**config.mk**
```make
export PLATFORM = sky130hd
export DESIGN_NAME = ct_spsram_128x104_ctrl_flat
export DESIGN_NICKNAME = d
export VERILOG_FILES = /design/src/rtl/l2c_spsram_pkg.sv /design/src/rtl/ct_spsram_128x104_ctrl_if.sv /design/src/rtl/ct_spsram_128x104_arb.sv /design/src/rtl/ct_spsram_128x104_ctrl.sv /design/src/flat_wrapper.sv
export SDC_FILE = /design/constraint.sdc
export NUM_CORES = 1
export LEC_CHECK = 0
export BUFFER_PORTS_ARGS = -buffer_cell sky130_fd_sc_hd__buf_4
export CAP_MARGIN = 20
export CORE_AREA = 2 2 339 341
export CTS_CLUSTER_SIZE = 40
export DETAILED_ROUTE_END_ITERATION = 10
export DIE_AREA = 0 0 341 343
export GPL_ROUTABILITY_DRIVEN = 1
export PLACE_DENSITY = 0.3
export REMOVE_ABC_BUFFERS = 1
export SKIP_CTS_REPAIR_TIMING = 1
export SLEW_MARGIN = 20
export SYNTH_ARGS = -nofsm -noshare
export SYNTH_HDL_FRONTEND = slang
export SYNTH_HIERARCHICAL = 1
export SYNTH_SLANG_ARGS = --single-unit
```
**constraint.sdc**
```tcl
create_clock -name forever_cpuclk -period 4.8 [get_ports forever_cpuclk]
set_input_delay 1.44 -clock forever_cpuclk [delete_from_list [all_inputs] [get_ports forever_cpuclk]]
set_output_delay 1.44 -clock forever_cpuclk [all_outputs]
set_load 0.01 [all_outputs]
```
**src/rtl/l2c_spsram_pkg.sv**
```systemverilog
// Shared definitions for the L2C single-port SRAM access controllers.
package l2c_spsram_pkg;

  localparam int ADDR_WIDTH = 7;
  localparam int DATA_WIDTH = 104;

  typedef enum logic [1:0] {
    ST_RST  = 2'b00,
    ST_INIT = 2'b01,
    ST_RUN  = 2'b10
  } state_e;

  localparam logic P0 = 1'b0;
  localparam logic P1 = 1'b1;

endpackage

```
**src/rtl/ct_spsram_128x104_ctrl_if.sv**
```systemverilog
// Requester-side bus of the SRAM controller: two request ports and the read return.
interface ct_spsram_128x104_ctrl_if #(
  parameter int ADDR_WIDTH = l2c_spsram_pkg::ADDR_WIDTH,
  parameter int DATA_WIDTH = l2c_spsram_pkg::DATA_WIDTH
);
  import l2c_spsram_pkg::*;

  logic                  p0_req_vld;
  logic                  p0_req_wr;
  logic [ADDR_WIDTH-1:0] p0_req_addr;
  logic [DATA_WIDTH-1:0] p0_req_wdata;
  logic [DATA_WIDTH-1:0] p0_req_wmask;
  logic                  p0_req_rdy;

  logic                  p1_req_vld;
  logic                  p1_req_wr;
  logic [ADDR_WIDTH-1:0] p1_req_addr;
  logic [DATA_WIDTH-1:0] p1_req_wdata;
  logic [DATA_WIDTH-1:0] p1_req_wmask;
  logic                  p1_req_rdy;

  logic                  rdata_vld;
  logic                  rdata_src;
  logic [DATA_WIDTH-1:0] rdata;

  modport master (
    output p0_req_vld, p0_req_wr, p0_req_addr, p0_req_wdata, p0_req_wmask,
    input  p0_req_rdy,
    output p1_req_vld, p1_req_wr, p1_req_addr, p1_req_wdata, p1_req_wmask,
    input  p1_req_rdy,
    input  rdata_vld, rdata_src, rdata
  );

  modport slave (
    input  p0_req_vld, p0_req_wr, p0_req_addr, p0_req_wdata, p0_req_wmask,
    output p0_req_rdy,
    input  p1_req_vld, p1_req_wr, p1_req_addr, p1_req_wdata, p1_req_wmask,
    output p1_req_rdy,
    output rdata_vld, rdata_src, rdata
  );

endinterface

```
**src/rtl/ct_spsram_128x104_arb.sv**
```systemverilog
// Two-port fixed-priority arbiter: port 0 normally wins, but port 1 is
// guaranteed one grant after STARVE_MAX consecutive losses.
module ct_spsram_128x104_arb #(
  parameter int STARVE_MAX = 4
) (
  input  logic clk,
  input  logic rst_n,
  input  logic i_en,
  input  logic i_vld0,
  input  logic i_vld1,
  output logic o_grant0,
  output logic o_grant1
);

  localparam logic [3:0] LP_STARVE_MAX = 4'(STARVE_MAX);

  logic [3:0] r_starve_cnt;
  logic       w_p1_turn;

  // Grant decision is purely combinational so the winner drives the macro the same cycle.
  always_comb begin
    w_p1_turn = (r_starve_cnt == LP_STARVE_MAX);
    o_grant1  = i_en & i_vld1 & (~i_vld0 | w_p1_turn);
    o_grant0  = i_en & i_vld0 & ~o_grant1;
  end

  // Count consecutive port-1 losses; any port-1 grant or port-1 idle cycle clears it.
  always_ff @(posedge clk or negedge rst_n) begin
    if (!rst_n) begin
      r_starve_cnt <= 4'd0;
    end else if (!i_en || o_grant1 || !i_vld1) begin
      r_starve_cnt <= 4'd0;
    end else if (o_grant0 && !w_p1_turn) begin
      r_starve_cnt <= r_starve_cnt + 4'd1;
    end
  end

endmodule

```
**src/rtl/ct_spsram_128x104_ctrl.sv**
```systemverilog
// Access controller for one 128x104 single-port SRAM macro: init sweep after
// reset, then two-port arbitration with a one-cycle tagged read return.
module ct_spsram_128x104_ctrl #(
  parameter int                                  ADDR_WIDTH = l2c_spsram_pkg::ADDR_WIDTH,
  parameter int                                  DATA_WIDTH = l2c_spsram_pkg::DATA_WIDTH,
  parameter int                                  STARVE_MAX = 4,
  parameter logic [l2c_spsram_pkg::DATA_WIDTH-1:0] INIT_VAL = '0
) (
  input  logic                  forever_cpuclk,
  input  logic                  cpurst_b,
  ct_spsram_128x104_ctrl_if.slave bus,
  output logic                  init_done,
  output logic [ADDR_WIDTH-1:0] sram_a,
  output logic                  sram_cen,
  output logic                  sram_gwen,
  output logic [DATA_WIDTH-1:0] sram_wen,
  output logic [DATA_WIDTH-1:0] sram_d,
  input  logic [DATA_WIDTH-1:0] sram_q
);

  import l2c_spsram_pkg::*;

  state_e                r_state;
  state_e                w_state_nxt;
  logic [ADDR_WIDTH-1:0] r_init_cnt;

  logic                  w_run;
  logic                  w_grant0;
  logic                  w_grant1;
  logic                  w_gnt;
  logic                  w_sel_wr;
  logic [ADDR_WIDTH-1:0] w_sel_addr;
  logic [DATA_WIDTH-1:0] w_sel_wdata;
  logic [DATA_WIDTH-1:0] w_sel_wmask;

  logic                  r_rdata_vld_p1;
  logic                  r_rdata_src_p1;

  assign w_run = (r_state == ST_RUN);
  assign w_gnt = w_grant0 | w_grant1;

  ct_spsram_128x104_arb #(
    .STARVE_MAX (STARVE_MAX)
  ) u_arb (
    .clk      (forever_cpuclk),
    .rst_n    (cpurst_b),
    .i_en     (w_run),
    .i_vld0   (bus.p0_req_vld),
    .i_vld1   (bus.p1_req_vld),
    .o_grant0 (w_grant0),
    .o_grant1 (w_grant1)
  );

  // State register; reset always restarts from RST so the sweep begins at entry 0.
  always_ff @(posedge forever_cpuclk or negedge cpurst_b) begin
    if (!cpurst_b) begin
      r_state <= ST_RST;
    end else begin
      r_state <= w_state_nxt;
    end
  end

  // Next state: one RST cycle, 128 INIT cycles, then RUN until the next reset.
  always_comb begin
    w_state_nxt = r_state;
    case (r_state)
      ST_RST:  w_state_nxt = ST_INIT;
      ST_INIT: if (r_init_cnt == '1) w_state_nxt = ST_RUN;
      ST_RUN:  w_state_nxt = ST_RUN;
      default: w_state_nxt = ST_RST;
    endcase
  end

  // Sweep address counter; wraps to 0 on the last INIT cycle and rests at 0 otherwise.
  always_ff @(posedge forever_cpuclk or negedge cpurst_b) begin
    if (!cpurst_b) begin
      r_init_cnt <= '0;
    end else if (r_state == ST_INIT) begin
      r_init_cnt <= r_init_cnt + 1'b1;
    end else begin
      r_init_cnt <= '0;
    end
  end

  // Select the winning requester's fields; port 1 only when it holds the grant.
  always_comb begin
    w_sel_wr    = bus.p0_req_wr;
    w_sel_addr  = bus.p0_req_addr;
    w_sel_wdata = bus.p0_req_wdata;
    w_sel_wmask = bus.p0_req_wmask;
    if (w_grant1) begin
      w_sel_wr    = bus.p1_req_wr;
      w_sel_addr  = bus.p1_req_addr;
      w_sel_wdata = bus.p1_req_wdata;
      w_sel_wmask = bus.p1_req_wmask;
    end
  end

  // Macro pin mux: idle (disabled, address/data parked at 0), init write, or granted access.
  always_comb begin
    sram_cen  = 1'b1;
    sram_gwen = 1'b1;
    sram_wen  = '1;
    sram_a    = '0;
    sram_d    = '0;
    case (r_state)
      ST_INIT: begin
        sram_cen  = 1'b0;
        sram_gwen = 1'b0;
        sram_wen  = '0;
        sram_a    = r_init_cnt;
        sram_d    = INIT_VAL;
      end
      ST_RUN: begin
        if (w_gnt) begin
          sram_cen  = 1'b0;
          sram_gwen = ~w_sel_wr;
          sram_a    = w_sel_addr;
          sram_d    = w_sel_wdata;
          sram_wen  = w_sel_wr ? ~w_sel_wmask : '1;
        end
      end
      default: ;
    endcase
  end

  // ---- stage p1: read return, aligned with macro Q one cycle after the grant ----
  // Tag the response with its source; writes never produce a response.
  always_ff @(posedge forever_cpuclk or negedge cpurst_b) begin
    if (!cpurst_b) begin
      r_rdata_vld_p1 <= 1'b0;
      r_rdata_src_p1 <= P0;
    end else begin
      r_rdata_vld_p1 <= w_gnt & ~w_sel_wr;
      r_rdata_src_p1 <= w_grant1 ? P1 : P0;
    end
  end

  assign bus.p0_req_rdy = w_grant0;
  assign bus.p1_req_rdy = w_grant1;
  assign bus.rdata_vld  = r_rdata_vld_p1;
  assign bus.rdata_src  = r_rdata_src_p1;
  assign bus.rdata      = sram_q;
  assign init_done      = w_run;

endmodule

```
**src/flat_wrapper.sv**
```systemverilog
// flat-port wrapper written by rule: the top's interface ports become plain ports
module ct_spsram_128x104_ctrl_flat import l2c_spsram_pkg::*;
#(
  parameter int                                  ADDR_WIDTH = l2c_spsram_pkg::ADDR_WIDTH,
  parameter int                                  DATA_WIDTH = l2c_spsram_pkg::DATA_WIDTH,
  parameter int                                  STARVE_MAX = 4,
  parameter logic [l2c_spsram_pkg::DATA_WIDTH-1:0] INIT_VAL = '0
)
  (forever_cpuclk, cpurst_b, init_done, sram_a, sram_cen, sram_gwen, sram_wen, sram_d, sram_q, bus_p0_req_vld, bus_p0_req_wr, bus_p0_req_addr, bus_p0_req_wdata, bus_p0_req_wmask, bus_p0_req_rdy, bus_p1_req_vld, bus_p1_req_wr, bus_p1_req_addr, bus_p1_req_wdata, bus_p1_req_wmask, bus_p1_req_rdy, bus_rdata_vld, bus_rdata_src, bus_rdata);
  ct_spsram_128x104_ctrl_if #(.ADDR_WIDTH(ADDR_WIDTH), .DATA_WIDTH(DATA_WIDTH)) bus_i ();
  input  logic forever_cpuclk;
  input  logic cpurst_b;
  output logic init_done;
  output logic [ADDR_WIDTH-1:0] sram_a;
  output logic sram_cen;
  output logic sram_gwen;
  output logic [DATA_WIDTH-1:0] sram_wen;
  output logic [DATA_WIDTH-1:0] sram_d;
  input  logic [DATA_WIDTH-1:0] sram_q;
  input wire logic [$bits(bus_i.p0_req_vld)-1:0] bus_p0_req_vld;
  input wire logic [$bits(bus_i.p0_req_wr)-1:0] bus_p0_req_wr;
  input wire logic [$bits(bus_i.p0_req_addr)-1:0] bus_p0_req_addr;
  input wire logic [$bits(bus_i.p0_req_wdata)-1:0] bus_p0_req_wdata;
  input wire logic [$bits(bus_i.p0_req_wmask)-1:0] bus_p0_req_wmask;
  output wire logic [$bits(bus_i.p0_req_rdy)-1:0] bus_p0_req_rdy;
  input wire logic [$bits(bus_i.p1_req_vld)-1:0] bus_p1_req_vld;
  input wire logic [$bits(bus_i.p1_req_wr)-1:0] bus_p1_req_wr;
  input wire logic [$bits(bus_i.p1_req_addr)-1:0] bus_p1_req_addr;
  input wire logic [$bits(bus_i.p1_req_wdata)-1:0] bus_p1_req_wdata;
  input wire logic [$bits(bus_i.p1_req_wmask)-1:0] bus_p1_req_wmask;
  output wire logic [$bits(bus_i.p1_req_rdy)-1:0] bus_p1_req_rdy;
  output wire logic [$bits(bus_i.rdata_vld)-1:0] bus_rdata_vld;
  output wire logic [$bits(bus_i.rdata_src)-1:0] bus_rdata_src;
  output wire logic [$bits(bus_i.rdata)-1:0] bus_rdata;
  assign bus_i.p0_req_vld = bus_p0_req_vld;
  assign bus_i.p0_req_wr = bus_p0_req_wr;
  assign bus_i.p0_req_addr = bus_p0_req_addr;
  assign bus_i.p0_req_wdata = bus_p0_req_wdata;
  assign bus_i.p0_req_wmask = bus_p0_req_wmask;
  assign bus_p0_req_rdy = bus_i.p0_req_rdy;
  assign bus_i.p1_req_vld = bus_p1_req_vld;
  assign bus_i.p1_req_wr = bus_p1_req_wr;
  assign bus_i.p1_req_addr = bus_p1_req_addr;
  assign bus_i.p1_req_wdata = bus_p1_req_wdata;
  assign bus_i.p1_req_wmask = bus_p1_req_wmask;
  assign bus_p1_req_rdy = bus_i.p1_req_rdy;
  assign bus_rdata_vld = bus_i.rdata_vld;
  assign bus_rdata_src = bus_i.rdata_src;
  assign bus_rdata = bus_i.rdata;
  ct_spsram_128x104_ctrl #(.ADDR_WIDTH(ADDR_WIDTH), .DATA_WIDTH(DATA_WIDTH), .STARVE_MAX(STARVE_MAX), .INIT_VAL(INIT_VAL)) u_core (.forever_cpuclk(forever_cpuclk), .cpurst_b(cpurst_b), .bus(bus_i), .init_done(init_done), .sram_a(sram_a), .sram_cen(sram_cen), .sram_gwen(sram_gwen), .sram_wen(sram_wen), .sram_d(sram_d), .sram_q(sram_q));
endmodule
```
==> results of run 1 <==
## Yosys cell counts
cell and count:
or4b_1 2, mux2i_1 112, nand3b_1 1, o21ai_1 24, nor2_2 1, a21boi_0 1
buf_6 4, buf_1 1, and2_1 11, mux2_4 18, o211a_1 1, nand4_2 1
a21oi_1 1, nand2b_1 1, nor2b_1 1, nand3_1 5, clkbuf_1 15, buf_8 1
o21ai_2 2, xor2_1 2, ha_1 6, buf_12 12, buf_4 104, buf_2 25
dfrtp_1 15, nor2_1 110, o21ai_0 89, nand3b_4 1, xnor2_1 3, a31oi_4 1
mux2_2 88, nand2_1 11, inv_1 8, clkbuf_4 1
## registers in the layout (all words and copies together) (netlist names)
| signal | count |
|---|---|
| u_core/r_init_cnt | 7 |
| u_core/r_state | 2 |
| u_core/bus.rdata_vld | 1 |
| u_core/u_arb/r_starve_cnt | 4 |
| u_core/bus.rdata_src | 1 |
## power by group through the flow
stage	combinational, uW	clock [uW]	sequential (uW)
floorplan	72.0	0	129
global placement	440	0	129
detailed placement	439	0	129
CTS	440	180	126
global route	460	187	126
finish	430	172	127
## layout make-up
type | count | area share [%]
Timing Repair Buffer | 704 | 46.9
Antenna cell | 2 | 0.0431
Tap cell | 1512 | 16.3
Sequential cell | 15 | 3.23
Inverter | 8 | 0.270
Multi-Input combinational cell | 493 | 32.6
Clock buffer | 4 | 0.679
## per-stage QoR
step	util, %	TNS [ns]	area, sq um
final	10.2	0	11600
after global routing	10.2	0	11600
after CTS	10.2	-1.37	11600
after global placement	10.1	-1.51	11500
after detailed placement	10.1	-1.06	11500
after floorplan	-	-3812.71	4160
## cells by family (layout without fill, tap and decap cells)
kind of cell | after synthesis | count (layout) | share of synthesized area (%)
XOR/XNOR | 5 | 5 | 0.806
AND/OR/NAND/NOR | 145 | 145 | 11.5
adder cells (fa/ha/maj) | 6 | 6 | 1.38
flip-flops | 15 | 15 | 6.91
other | 0 | 2 | 0
multiplexers | 218 | 218 | 43.8
buffers and inverters | 171 | 716 | 24.0
AO/OA/AOI/OAI | 119 | 119 | 11.5
## critical path: stages
cell and delay (ns):
buf_4 0.10, nand2_1 0.08, a21oi_4 0.26, buf_12 0.23, buf_4 0.18, mux2_2 0.36
o21ai_0 0.43, buf_4 0.23
## worst paths after layout
check,to,startpoint,slack [ns],depth (start not counted)
min in group asynchronous,u_core/bus.rdata_src$_DFF_PN0_,cpurst_b,1.05,1
worst max register to register,u_core/bus.rdata_vld$_DFF_PN0_,u_core/r_state[0]$_DFFE_PN0P_,2.67,7
worst max-delay path,sram_wen[57],bus_p1_req_vld,0.03,8
worst min register to register,u_core/u_arb/r_starve_cnt[0]$_DFFE_PN0P_,u_core/u_arb/r_starve_cnt[0]$_DFFE_PN0P_,0.50,1
max in group asynchronous,u_core/u_arb/r_starve_cnt[0]$_DFFE_PN0P_,cpurst_b,3.54,1
worst min-delay path,u_core/u_arb/r_starve_cnt[0]$_DFFE_PN0P_,u_core/u_arb/r_starve_cnt[0]$_DFFE_PN0P_,0.50,1
## per-layer routing
metal / share of wire [%] / wire (um) / track usage, % / vias to the layer above
li1: - / - / - / 3327
met3: 18 / 17300 / 12.9 / 46
met1: 40 / 37900 / 17.8 / 3588
met4: 0.62 / 593 / 1.05 / 20
met5: 1.9 / 1770 / 10.3 / -
met2: 39 / 37400 / 21.3 / 893
==> flow_metrics.py, run 1 <==
metrics = {
    "placement": {
        "dp.cells": 2730,
        "hpwlAfterDp_um": 84700,
        "port_buffers": 657,
        "gp_congestion": 0.815,
        "place_ws_ns": -0.232,
    },
    "drt": {
        "ant_nets": 0,
        "drcViolationCount": 0,
        "viasPerCell": 2.88,
        "routed_wl_um": 95000,
        "vias": 7874,
        "wl_per_cell_um": 34.7,
        "first_iter_violations": 463,
        "dr.pass1.iters": 4,
    },
    "pwr": {
        "combPwrFrac_pct": 59.0,
        "vdd_ir_drop_max_mv": 0.0862,
        "sw_frac_of_total_pct": 28.5,
        "p_int_uw": 521,
        "p_leak_uw": 0.00503,
        "cellPowerDensity_nw_per_um2": 62.8,
        "switching_power_uw": 208,
        "total_power_uw": 729,
        "power_frac_seq_pct": 17.4,
        "clockPowerShare_pct": 23.6,
    },
    "timing": {
        "setup_viol": 0,
        "hold_violations": 0,
        "hold_ws_ns": 0.502,
        "maxSlewViolCount": 0,
        "fmax_mhz": 210,
        "rsz0062_at_grt": "no",
        "relSlewSlack_pct": 40.6,
        "finalCriticalPeriod_ns": 4.77,
        "tightest_slew_ns": 0.891,
        "clock_skew_ns": 0.00450,
        "period_share_pct": 99.4,
        "setup_ws_ns": 0.0299,
    },
    "critical_path": {
        "crit_type": "input port to output pin",
        "cp-end-kind": "output pin",
        "cp_data_required_time_ns": 3.36,
        "arrival_ns": 3.33,
        "worstSetupStartpointType": "input port",
        "path_max_fanout": 20,
    },
    "clock_tree": {
        "cts_tree": "done",
        "cts_buffers": 3,
        "clock_latency_ns": 0.25,
        "clk_path_buf_depth": 2,
        "htreeDepth": 1,
        "cts.sinks": 15,
        "path_clk_slew_ns": 0.05,
        "cts_root_buffer": "clkbuf_16",
    },
    "global_route": {
        "track_usage_pct": 15.4,
        "grt_antenna_before_repair": 7,
        "grt_first_pass_wirelength_um": 113000,
        "grt_pass1_vias": 7998,
        "grt_max_degree": 47,
        "grt_overflow_total": 0,
    },
    "layout": {
        "multi_input_area_sq_um": 3780,
        "fill_cells": 13300,
        "syn2layout_area_growth_pct": 114,
        "seq_area_sq_um": 375,
        "final_common_cell": "buf_4",
        "nNetsFinal": 1771,
        "final_cell_mix": "buf_4, mux2i_1, nor2_1",
        "fin_cells": 2738,
        "drive_above_1_share_pct": 67.2,
    },
    "logic_synthesis": {
        "seq_area_frac_synth_pct": 6.91,
        "synth_area_sq_um": 5430,
        "yosys.area.top_type": "mux2i_1",
        "synthesis.instances": 679,
        "ys_types": 34,
        "ys_warn_count": 6,
        "avgSynthCellArea_sq_um": 8.00,
        "yosys.area.top_type_share_pct": 20.6,
        "ys_seq_elements": 15,
        "synth_area_leaders": "mux2i_1, mux2_2, buf_4, o21ai_0, nor2_1",
    },
    "floorplanning": {
        "die_x_um": 341,
        "pin_count": 866,
        "initial_utilization_pct": 4.79,
        "fp.dieArea_sq_um": 117000,
        "fp-row-count": 124,
        "core_sq_um": 113000,
        "die_h_um": 343,
    },
    "job": {
        "drv_cap": 0,
    },
    "worst_hold_path": {
        "worst_hold_path_type": "flip-flop to flip-flop",
    },
    "status": {
        "outcome": "finished, final reports clean",
    },
}
Power figures use the tool's default switching activity.
==> run 2, diff against run 1 <==
--- a/config.mk
+++ b/config.mk
@@ -12,7 +12,6 @@
 export DETAILED_ROUTE_END_ITERATION = 10
 export DIE_AREA = 0 0 341 343
 export GPL_ROUTABILITY_DRIVEN = 1
-export PLACE_DENSITY = 0.3
 export REMOVE_ABC_BUFFERS = 1
 export SKIP_CTS_REPAIR_TIMING = 1
 export SLEW_MARGIN = 20
==> run 2 against run 1 <==
Against the previous run: the flow now finishes with violations (setup timing); count of clock-buffer cells in the layout is 1 lower; worst hold slack improved by 0.0014 ns; clock skew is 0.0028 ns lower; combinational power about the same; flip-flop and latch count unchanged; sequential share of layout area hardly changed; via count increased by 0.27%; fmax is 0.94% lower; highest routed layer unchanged.
==> flow_metrics.py, run 2 (synthesis gave the netlist of run 1 again) <==
metrics = {
    "status": {
        "outcome": "finished with violations",
        "violations": "setup timing",
    },
    "layout": {
        "final_cell_mix": "buf_4, nor2_1, mux2i_1",
        "nNetsFinal": 1763,
        "final_common_cell": "buf_4",
        "fin_area_sq_um": 11700,
        "syn2layout_area_growth_pct": 115,
        "drive_above_1_share_pct": 67.6,
        "fill_cells": 13200,
        "reg_top3": "u_core/r_init_cnt: 7 flops, u_core/u_arb/r_starve_cnt: 4 flops, u_core/r_state: 2 flops",
        "largest_register_ffs": 7,
        "largest-register": "u_core/r_init_cnt",
    },
    "clock_tree": {
        "clk_path_buf_depth": 2,
        "cts_buffers": 3,
        "cts_root_buffer": "clkbuf_16",
        "cts_tree": "done",
        "clock_latency_ns": 0.25,
        "htreeDepth": 1,
        "path_clk_slew_ns": 0.05,
        "cts.sinks": 15,
    },
    "critical_path": {
        "reg2regPathDepth": 4,
        "crit_type": "input port to output pin",
        "cp_data_required_time_ns": 3.36,
        "r2r_slack_ns": 3.13,
        "cp_slowest_cell": "buf_12",
        "path_cells": "buf_4 > nand2_1 > a21oi_4 > buf_4 > buf_16 > o21ai_4 > buf_16 > buf_12 > nor2_1 > buf_4",
        "path_max_fanout": 89,
        "rr_startpoint": "u_core/r_state[1]$_DFFE_PN0P_",
        "worstSetupStartpointType": "input port",
        "arrival_ns": 3.38,
        "slowest_delay_ns": 0.29,
        "cp-end-kind": "output pin",
        "crit-reg2reg-capture": "u_core/r_state[0]$_DFFE_PN0P_",
        "worst_path_most_repeated_cell": "buf_4",
    },
    "floorplanning": {
        "pin_count": 866,
        "die_h_um": 343,
        "fp-row-count": 124,
        "core_sq_um": 113000,
        "fp.dieArea_sq_um": 117000,
        "die_x_um": 341,
        "initial_utilization_pct": 4.79,
    },
    "placement": {
        "placed_area_sq_um": 11400,
        "port_buffers": 657,
        "hpwlAfterDp_um": 86100,
        "gp_congestion": 0.799,
        "place_ws_ns": -0.346,
    },
    "timing": {
        "tightest_slew_ns": 0.749,
        "relSlewSlack_pct": 48.6,
        "clock_skew_ns": 0.00175,
        "hold_violations": 0,
        "finalCriticalPeriod_ns": 4.82,
        "maxSlewViolCount": 0,
        "rsz0062_at_grt": "yes",
        "setup_ws_ns": -0.0151,
        "setup_viol": 6,
        "fmax_mhz": 208,
        "period_share_pct": 100,
    },
    "drt": {
        "ant_nets": 0,
        "first_iter_violations": 359,
        "drt-met1-wl_um": 41600,
        "vias": 7895,
        "dr.pass1.iters": 5,
        "wl_per_cell_um": 34.8,
        "dr_wl_met3_um": 15600,
        "top_layer": "met5",
        "viasPerCell": 2.88,
        "drcViolationCount": 0,
        "routed_wl_um": 95300,
        "routed-wl-met2_um": 34100,
    },
    "global_route": {
        "grt_antenna_before_repair": 46,
        "grt_pass1_vias": 7761,
        "grt_first_pass_wirelength_um": 111000,
        "track_usage_pct": 15.3,
        "grt_max_degree": 90,
        "grt_overflow_total": 0,
    },
    "pwr": {
        "vdd_ir_drop_max_mv": 0.0874,
        "cellPowerDensity_nw_per_um2": 62.0,
        "p_leak_uw": 0.00503,
    },
    "worst_hold_path": {
        "hold_end": "u_core/u_arb/r_starve_cnt[0]$_DFFE_PN0P_",
        "worstHoldPathCells": 1,
        "worst_hold_path_type": "flip-flop to flip-flop",
        "hp-start": "u_core/u_arb/r_starve_cnt[0]$_DFFE_PN0P_",
    },
    "job": {
        "drv_cap": 0,
    },
}
==> run 2: worst max-delay path, delay by kind of cell <==
kind	cells	cell delay (ns)
compound gates	2	0.33
buf+inv	6	1.18
simple gates	2	0.21
==> run 2: per-layer routing <==
metal	up-vias	GRT usage, %
met4	68	3.09
met1	3534	19.6
li1	3324	-
met5	-	7.49
met2	843	19.4
met3	126	11.5
==> run 2: how the worst max path moves through the flow <==
stage	from	end	slack (ns)	cells after the start
after floorplan	bus_p1_req_vld	sram_d[0]	-19.83	4
after global placement	bus_p1_req_vld	sram_d[60]	-0.36	9
after detailed placement	bus_p1_req_vld	sram_d[60]	-0.35	9
after CTS	bus_p1_req_vld	sram_d[60]	-0.37	9
after global routing	bus_p1_req_vld	sram_a[2]	-0.07	11
final	bus_p1_req_vld	sram_d[43]	-0.02	10
==> run 2: power by group <==
part / internal, uW / total [uW] / switching, uW
sequential: 127 / 127 / 0
combinational: 280 / 432 / 152
clock: 112 / 168 / 56.5
total: 518 / 726 / 208
==> run 2: cell type report <==
type	instances	area (sq um)	share of cell area (%)
Clock buffer	3	75.1	0.641
Sequential cell	15	375	3.21
Antenna cell	12	30.0	0.257
Multi-Input combinational cell	493	3820	32.6
Tap cell	1512	1890	16.2
Timing Repair Buffer	696	5480	46.8
Inverter	8	32.5	0.278
Clock inverter	1	5.00	0.0428
==> run 2: through the flow <==
step	power [uW]	setup TNS (ns)	util, %	hold WS (ns)	instances
floorplan	201	-3812.71	-	0.451	516
global placement	570	-2.06	10.1	0.473	2718
detailed placement	568	-1.18	10.1	0.500	2718
CTS	735	-1.30	10.1	0.505	2722
global route	766	-0.450	10.3	0.537	2738
finish	726	-0.0468	10.3	0.503	2740
